File: src/rtl/paralelo_serial_tx.sv
// Parallel-to-serial transmitter: serializes bytes MSB first, one bit per clock.
// After reset a preamble of SYNC_BYTES idle symbols is sent before data is accepted.
module paralelo_serial_tx #(
    parameter logic [7:0] IDLE_CHAR  = 8'hBC,
    parameter int         SYNC_BYTES = 4
) (
    input  logic       clk_32f,
    input  logic       reset,
    input  logic [7:0] data_in,
    input  logic       valid_in,
    output logic       data_out,
    output logic       byte_req,
    output logic       active
);

    localparam logic [2:0] LAST_SYNC = 3'(SYNC_BYTES - 1);

    typedef enum logic {SYNC, RUN} state_t;

    state_t     state;
    logic [2:0] bit_cnt;
    logic [2:0] sync_cnt;
    logic [7:0] cur_byte;
    logic       boundary;
    logic       load_slot;

    // The last preamble boundary already accepts data, so the first data byte
    // directly follows the final idle byte with no gap.
    assign boundary  = (bit_cnt == 3'd7);
    assign load_slot = (state == RUN) || (sync_cnt == LAST_SYNC);
    assign byte_req  = boundary && load_slot;

    always_ff @(posedge clk_32f) begin
        if (reset) begin
            state    <= SYNC;
            bit_cnt  <= 3'd0;
            sync_cnt <= 3'd0;
            cur_byte <= IDLE_CHAR;
            data_out <= 1'b0;
            active   <= 1'b0;
        end else begin
            data_out <= cur_byte[3'd7 - bit_cnt];
            bit_cnt  <= bit_cnt + 3'd1;
            if (boundary) begin
                cur_byte <= (load_slot && valid_in) ? data_in : IDLE_CHAR;
                if (state == SYNC) begin
                    sync_cnt <= sync_cnt + 3'd1;
                    if (sync_cnt == LAST_SYNC) begin
                        state  <= RUN;
                        active <= 1'b1;
                    end
                end
            end
        end
    end

endmodule

File: config.mk
export PLATFORM = sky130hd
export DESIGN_NAME = paralelo_serial_tx
export DESIGN_NICKNAME = d
export VERILOG_FILES = /design/src/rtl/paralelo_serial_tx.sv
export SDC_FILE = /design/constraint.sdc
export NUM_CORES = 1
export LEC_CHECK = 0
export BUFFER_PORTS_ARGS = -buffer_cell sky130_fd_sc_hd__clkbuf_2
export CORE_UTILIZATION = 50
export CTS_BUF_LIST = sky130_fd_sc_hd__clkbuf_4 sky130_fd_sc_hd__clkbuf_8 sky130_fd_sc_hd__clkbuf_16
export DETAILED_ROUTE_END_ITERATION = 12
export GPL_ROUTABILITY_DRIVEN = 0
export PLACE_DENSITY = 0.74
export SETUP_SLACK_MARGIN = 0.15
export SLEW_MARGIN = 0
export SYNTH_ARGS = -nofsm -noshare
export SYNTH_HDL_FRONTEND = slang
export SYNTH_SLANG_ARGS = --single-unit
export TNS_END_PERCENT = 1
File: constraint.sdc
create_clock -name clk_32f -period 1.5 [get_ports clk_32f]
set_input_delay 0.15 -clock clk_32f [delete_from_list [all_inputs] [get_ports clk_32f]]
set_output_delay 0.15 -clock clk_32f [all_outputs]
set_load 0.005 [all_outputs]
Yosys cells after proc, flatten, opt, wreduce, memory -nomap -nowiden --
Index checks and enable logic that the tools add are counted.
Cells by class: muxes and demuxes 5, bitwise operators 1, shifts and indexed selects 0, add/sub/neg operators 3, $lt $le $gt $ge 1, div/mod/pow operators 0, multipliers 0, eq/ne operators 2, reduce and logical (&&, ||, !) cells 5
Operators with widths (count):
- 8-bit two-way mux | 1
- 3-bit by 1-bit adder with 3-bit output (second input constant) | 2
- 3-bit by 4-bit less-than comparator with 1-bit output (second input constant) | 1
- 1-bit binary-select mux with 3-bit select | 1
- 3-bit by 2-bit == test with 1-bit output (second input constant) | 1
- 3-bit == test (second input constant) | 1
- 1-bit two-way mux | 3
- 3-bit AND reduction | 1
- 3-bit subtractor (first input constant) | 1
- 1-bit logical AND | 2
- 2-bit AND reduction | 1
- 1-bit logical OR | 1
- 1-bit NOT | 1
Storage, ports and cells: ROM bits 0, bits in writable memories 0, output and inout port bits 3, register bits after elaboration 17, bits in latches 0, bits of input ports 11, memories 0

Logic depth before layout (Yosys ltp) --
depth after elaboration 4, depth in mapped cells 6, mapped depth without buffers 5

Worst setup path before layout --
No wires, ideal clock.
kind reg-to-reg, from register bit_cnt[0], to register cur_byte[0], path buffers 1, stages on the path, launching flop included 7, data required time 1.373 ns, slack 0.203 ns, clock period less this slack 1.297 ns, arrival time 1.170 ns, cells stage by stage dfxtp_1 > ha_1 > ha_1 > buf_2 > o211a_1 > a21oi_1 > nor2_1
On the way: cells in the longest elaborated chain, start to end 1
RTL lines:
- from (decl) | RTL line 21 | logic [2:0] bit_cnt;
- from (signal assigned) | RTL line 43 | bit_cnt <= bit_cnt + 3'd1;
- 3-bit == test | RTL line 29 | assign boundary = (bit_cnt == 3'd7);
- via boundary | RTL line 24 | logic boundary;
- to (signal assigned) | RTL line 45 | cur_byte <= (load_slot && valid_in) ? data_in : IDLE_CHAR;
- to (decl) | RTL line 23 | logic [7:0] cur_byte;
The timed path passes the listed nets, and every way through them passes these cells. A chain may end at the register's enable or synchronous reset.

Worst setup path after layout --
from register bit_cnt[0], to output port byte_req
On the way: cells in the longest elaborated chain, start to end 2
RTL lines:
- 3-bit == test | RTL line 29
- via boundary | RTL line 24
- 1-bit logical AND | RTL line 31 | assign byte_req = boundary && load_slot;
- to (decl) | RTL line 12 | output logic byte_req,
The timed path passes the listed nets, and every way through them passes these cells.

==> summary.md <==
| Metric | Value |
|---|---|
| CTS Buffer Depth | 2 |
| GR Util All Layers | 20.9% |
| Yosys top cell by area | dfxtp_1 |
| Crit share post-route | 92.6% |
| Vias in the first global route | 484 |
| Type of the worst setup path | reg2out |
| Layout area overhead | 30.2% |
| Total grt overflow | 0 |
| Rel. slew slack | 75.0% |
| Slew Limit Fails | 0 |
| PwrDens | 852 nW/um2 |
| Int Pwr | 601 uW |
| Combinational Power Share | 8.6% |
| CP Launch Type | flip-flop |
| DR vias/cell | 5.30 |
| Number of diodes | 0 |
| Critical Path, Cell by Cell | ha_4 > ha_4 > buf_6 > o21a_1 > clkbuf_2 |
| FILL cells | 107 |
| DR vias | 557 |
| Sequential-to-total area share from yosys stat | 48.9% |
| Util after Layout | 69.6% |
| Final ANT Viol Nets | 0 |
| Min-Delay Path Class | in2reg |
| Nets | 106 |
| Synthesis Warnings | 0 |
| Initial antenna violation count | 0 |
| Post-layout power | 772 uW |
| DR iter-0 viols | 11 |
| DRC viols | 0 |
| Top delay family on crit path | flip-flops |
| Cell area after synthesis | 696 um2 |
| Chip Height | 39.3 um |
| Core area | 1300 um2 |
| GR peak layer | met2 |
| Actual slew at the worst max-slew pin | 374 ps |
| Num rows | 13 |
| Outcome | complete, no violations |
| Asr flop ratio synth | 0% |
| Share of the synthesized area in the top cell type | 48.9% |
| Share of layout cells above drive strength 1 | 36.7% |
| Syn_area_per_cell | 10.1 um2 |
| CTS Buf Count | 3 |
| RSZ-0062 raised after global routing | yes |
| Pin count of the biggest net entering global routing | 18 |
| Ports | 14 |
| Worst skew pair latency | 280 ps |
| GRT met1 Usage | 26.4% |
| Clk_skew | 6.22 ps |
| Synth top area cells | dfxtp_1 (49%), ha_1 (7.2%), nor2_1 (5.9%) |
| Syn_nets | 84 |
| Post-synth EDFFs | 0 |
| Cells after Synth | 69 |
| Most frequent cell after synthesis | dfxtp_1 |
| Die Footprint | 1540 um2 |
| CP arrival | 1240 ps |
| Fin Hold WS | 84.4 ps |
| Setup crit end kind | primary output |
| Clock sink count | 17 |
| DIE WIDTH | 39.3 um |
| Peak Freq | 720 MHz |
| Peak supply drop | 0.663 mV |
| Most used cell, CP | ha_4 |
| Prevailing post-synth register cell | dfxtp_1 |
| Post-DR wirelength/cell | 12.6 um |
| Root Buffer | clkbuf_4 |
| CTS tree | built |
| Worst path required time | 1350 ps |
| # setup viols final | 0 |
| Switching Fraction | 22.2% |
| Synth unique cells | 20 |
| Synth top cells by count | dfxtp_1 (17), nor2_1 (11) |
| FF+latch count, synth | 17 |
| Max Cap Viol | 0 |
| Initial core utilization | 53.5% |
| First-pass GRT wire length | 2.08 mm |
| Initial DRT Pass Iterations | 4 |
| M3 GR Usage | 10.2% |
| Drt total wl | 1.32 mm |
| Crit-path max cell delay | 340 ps |
| Psw | 171 uW |
| Clock share of power | 30.2% |
| Setup TNS | 0 ps |
| Final Hold Viols | 0 |
| Worst Path Buf+Inv | 2 |
| Routing usage on met2 | 31.7% |
| Clock transition at the registers of the reported paths | 100 ps |
| CP max-delay cell | dfxtp_2 |
| Port bufs | 13 |
| Sequential power share | 61.2% |
| Leakage power total | 0.397 nW |
| Fin crit period | 1390 ps |
| H-tree depth | 1 |
| Crit path max fanout | 2 |
==> final timing paths <==
path                       to  cells past startpoint         from  slack, ps
setup / recovery     byte_req                      5   bit_cnt[0]        110
hold / removal    cur_byte[0]                      3   data_in[0]         80
setup reg to reg  cur_byte[7]                      5  sync_cnt[0]        230
hold reg to reg   cur_byte[2]                      2  cur_byte[2]        490
==> through the flow <==
step / instances / setup WS, ps / instance area, um2
3_3_place_gp: 96 / 173 / 781
2_1_floorplan: 69 / 203 / 696
3_5_place_dp: 96 / 138 / 781
6_report: 105 / 111 / 906
5_1_grt: 105 / 54.1 / 906
4_1_cts: 105 / 102 / 905
==> layout by cell type, fill, tap and decap left out, drive strengths merged <==
master and n:
mux2i 3, a21o 1, a211oi 1, o211a 1, xnor2 1, o21a 1, mux4 1, a311oi 1
a21oi 5, dfxtp 17, buf 7, o22ai 5, inv 2, nor2 11, clkinv 1, and4b 1
nand2b 5, o211ai 1, clkbuf 16, ha 4, nor2b 5
==> sequential cells by signal, summed over array words and instances, names as in the netlist <==
name,count
cur_byte,8
sync_cnt,3
active,1
data_out,1
state,1
bit_cnt,3
==> layer usage <==
metal  routed length (um)  vias up
met3                   51        2
met5                    0        -
met1                  640      254
li1                     -      288
met4                    9        0
met2                  617       13
==> area by class of cell <==
class | count | area (um2) | area share [%]
multi-input cells | 47 | 384 | 42.4
flip-flops and latches | 17 | 347 | 38.3
repair buffers | 20 | 121 | 13.4
clock buffers | 3 | 22.5 | 2.49
well taps | 15 | 18.8 | 2.07
inverters | 2 | 7.51 | 0.829
clock inverters | 1 | 5.00 | 0.552
==> logic make-up after synthesis <==
| logic type | Yosys count | share of synthesized area [%] |
|---|---|---|
| AND/OR/NAND/NOR | 22 | 16.4 |
| AO/OA/AOI/OAI | 16 | 15.1 |
| multiplexers | 4 | 8.09 |
| XOR/XNOR | 1 | 1.26 |
| buffers and inverters | 5 | 3.06 |
| adder cells (fa/ha/maj) | 4 | 7.19 |
| flip-flops | 17 | 48.9 |
==> tightest hold or removal path: cells and delay by family <==
family	cells	cell delay (ps)
AND/OR/NAND/NOR	1	70
AO/OA/AOI/OAI	1	50
buffers and inverters	1	80
==> power groups by stage <==
stage	clock (mW)	combinational, mW	sequential [mW]
final	0.233	0.0662	0.472
after global routing	0.268	0.0741	0.474
after CTS	0.243	0.0650	0.472
after detailed placement	0	0.0493	0.482
after global placement	0	0.0482	0.482
after floorplan	0	0.0280	0.479
==> what timing repair did <==
item / 4_1_cts / 5_1_grt
buffers inserted: 5 / 0
endpoints found under the setup margin: 6 / 6
pin swaps: 2 / 1
gates resized for setup: 13 / 1
hold buffers: 0 / 0
gates cloned: 0 / 0
No activity file was read; power rests on OpenSTA's default activity.
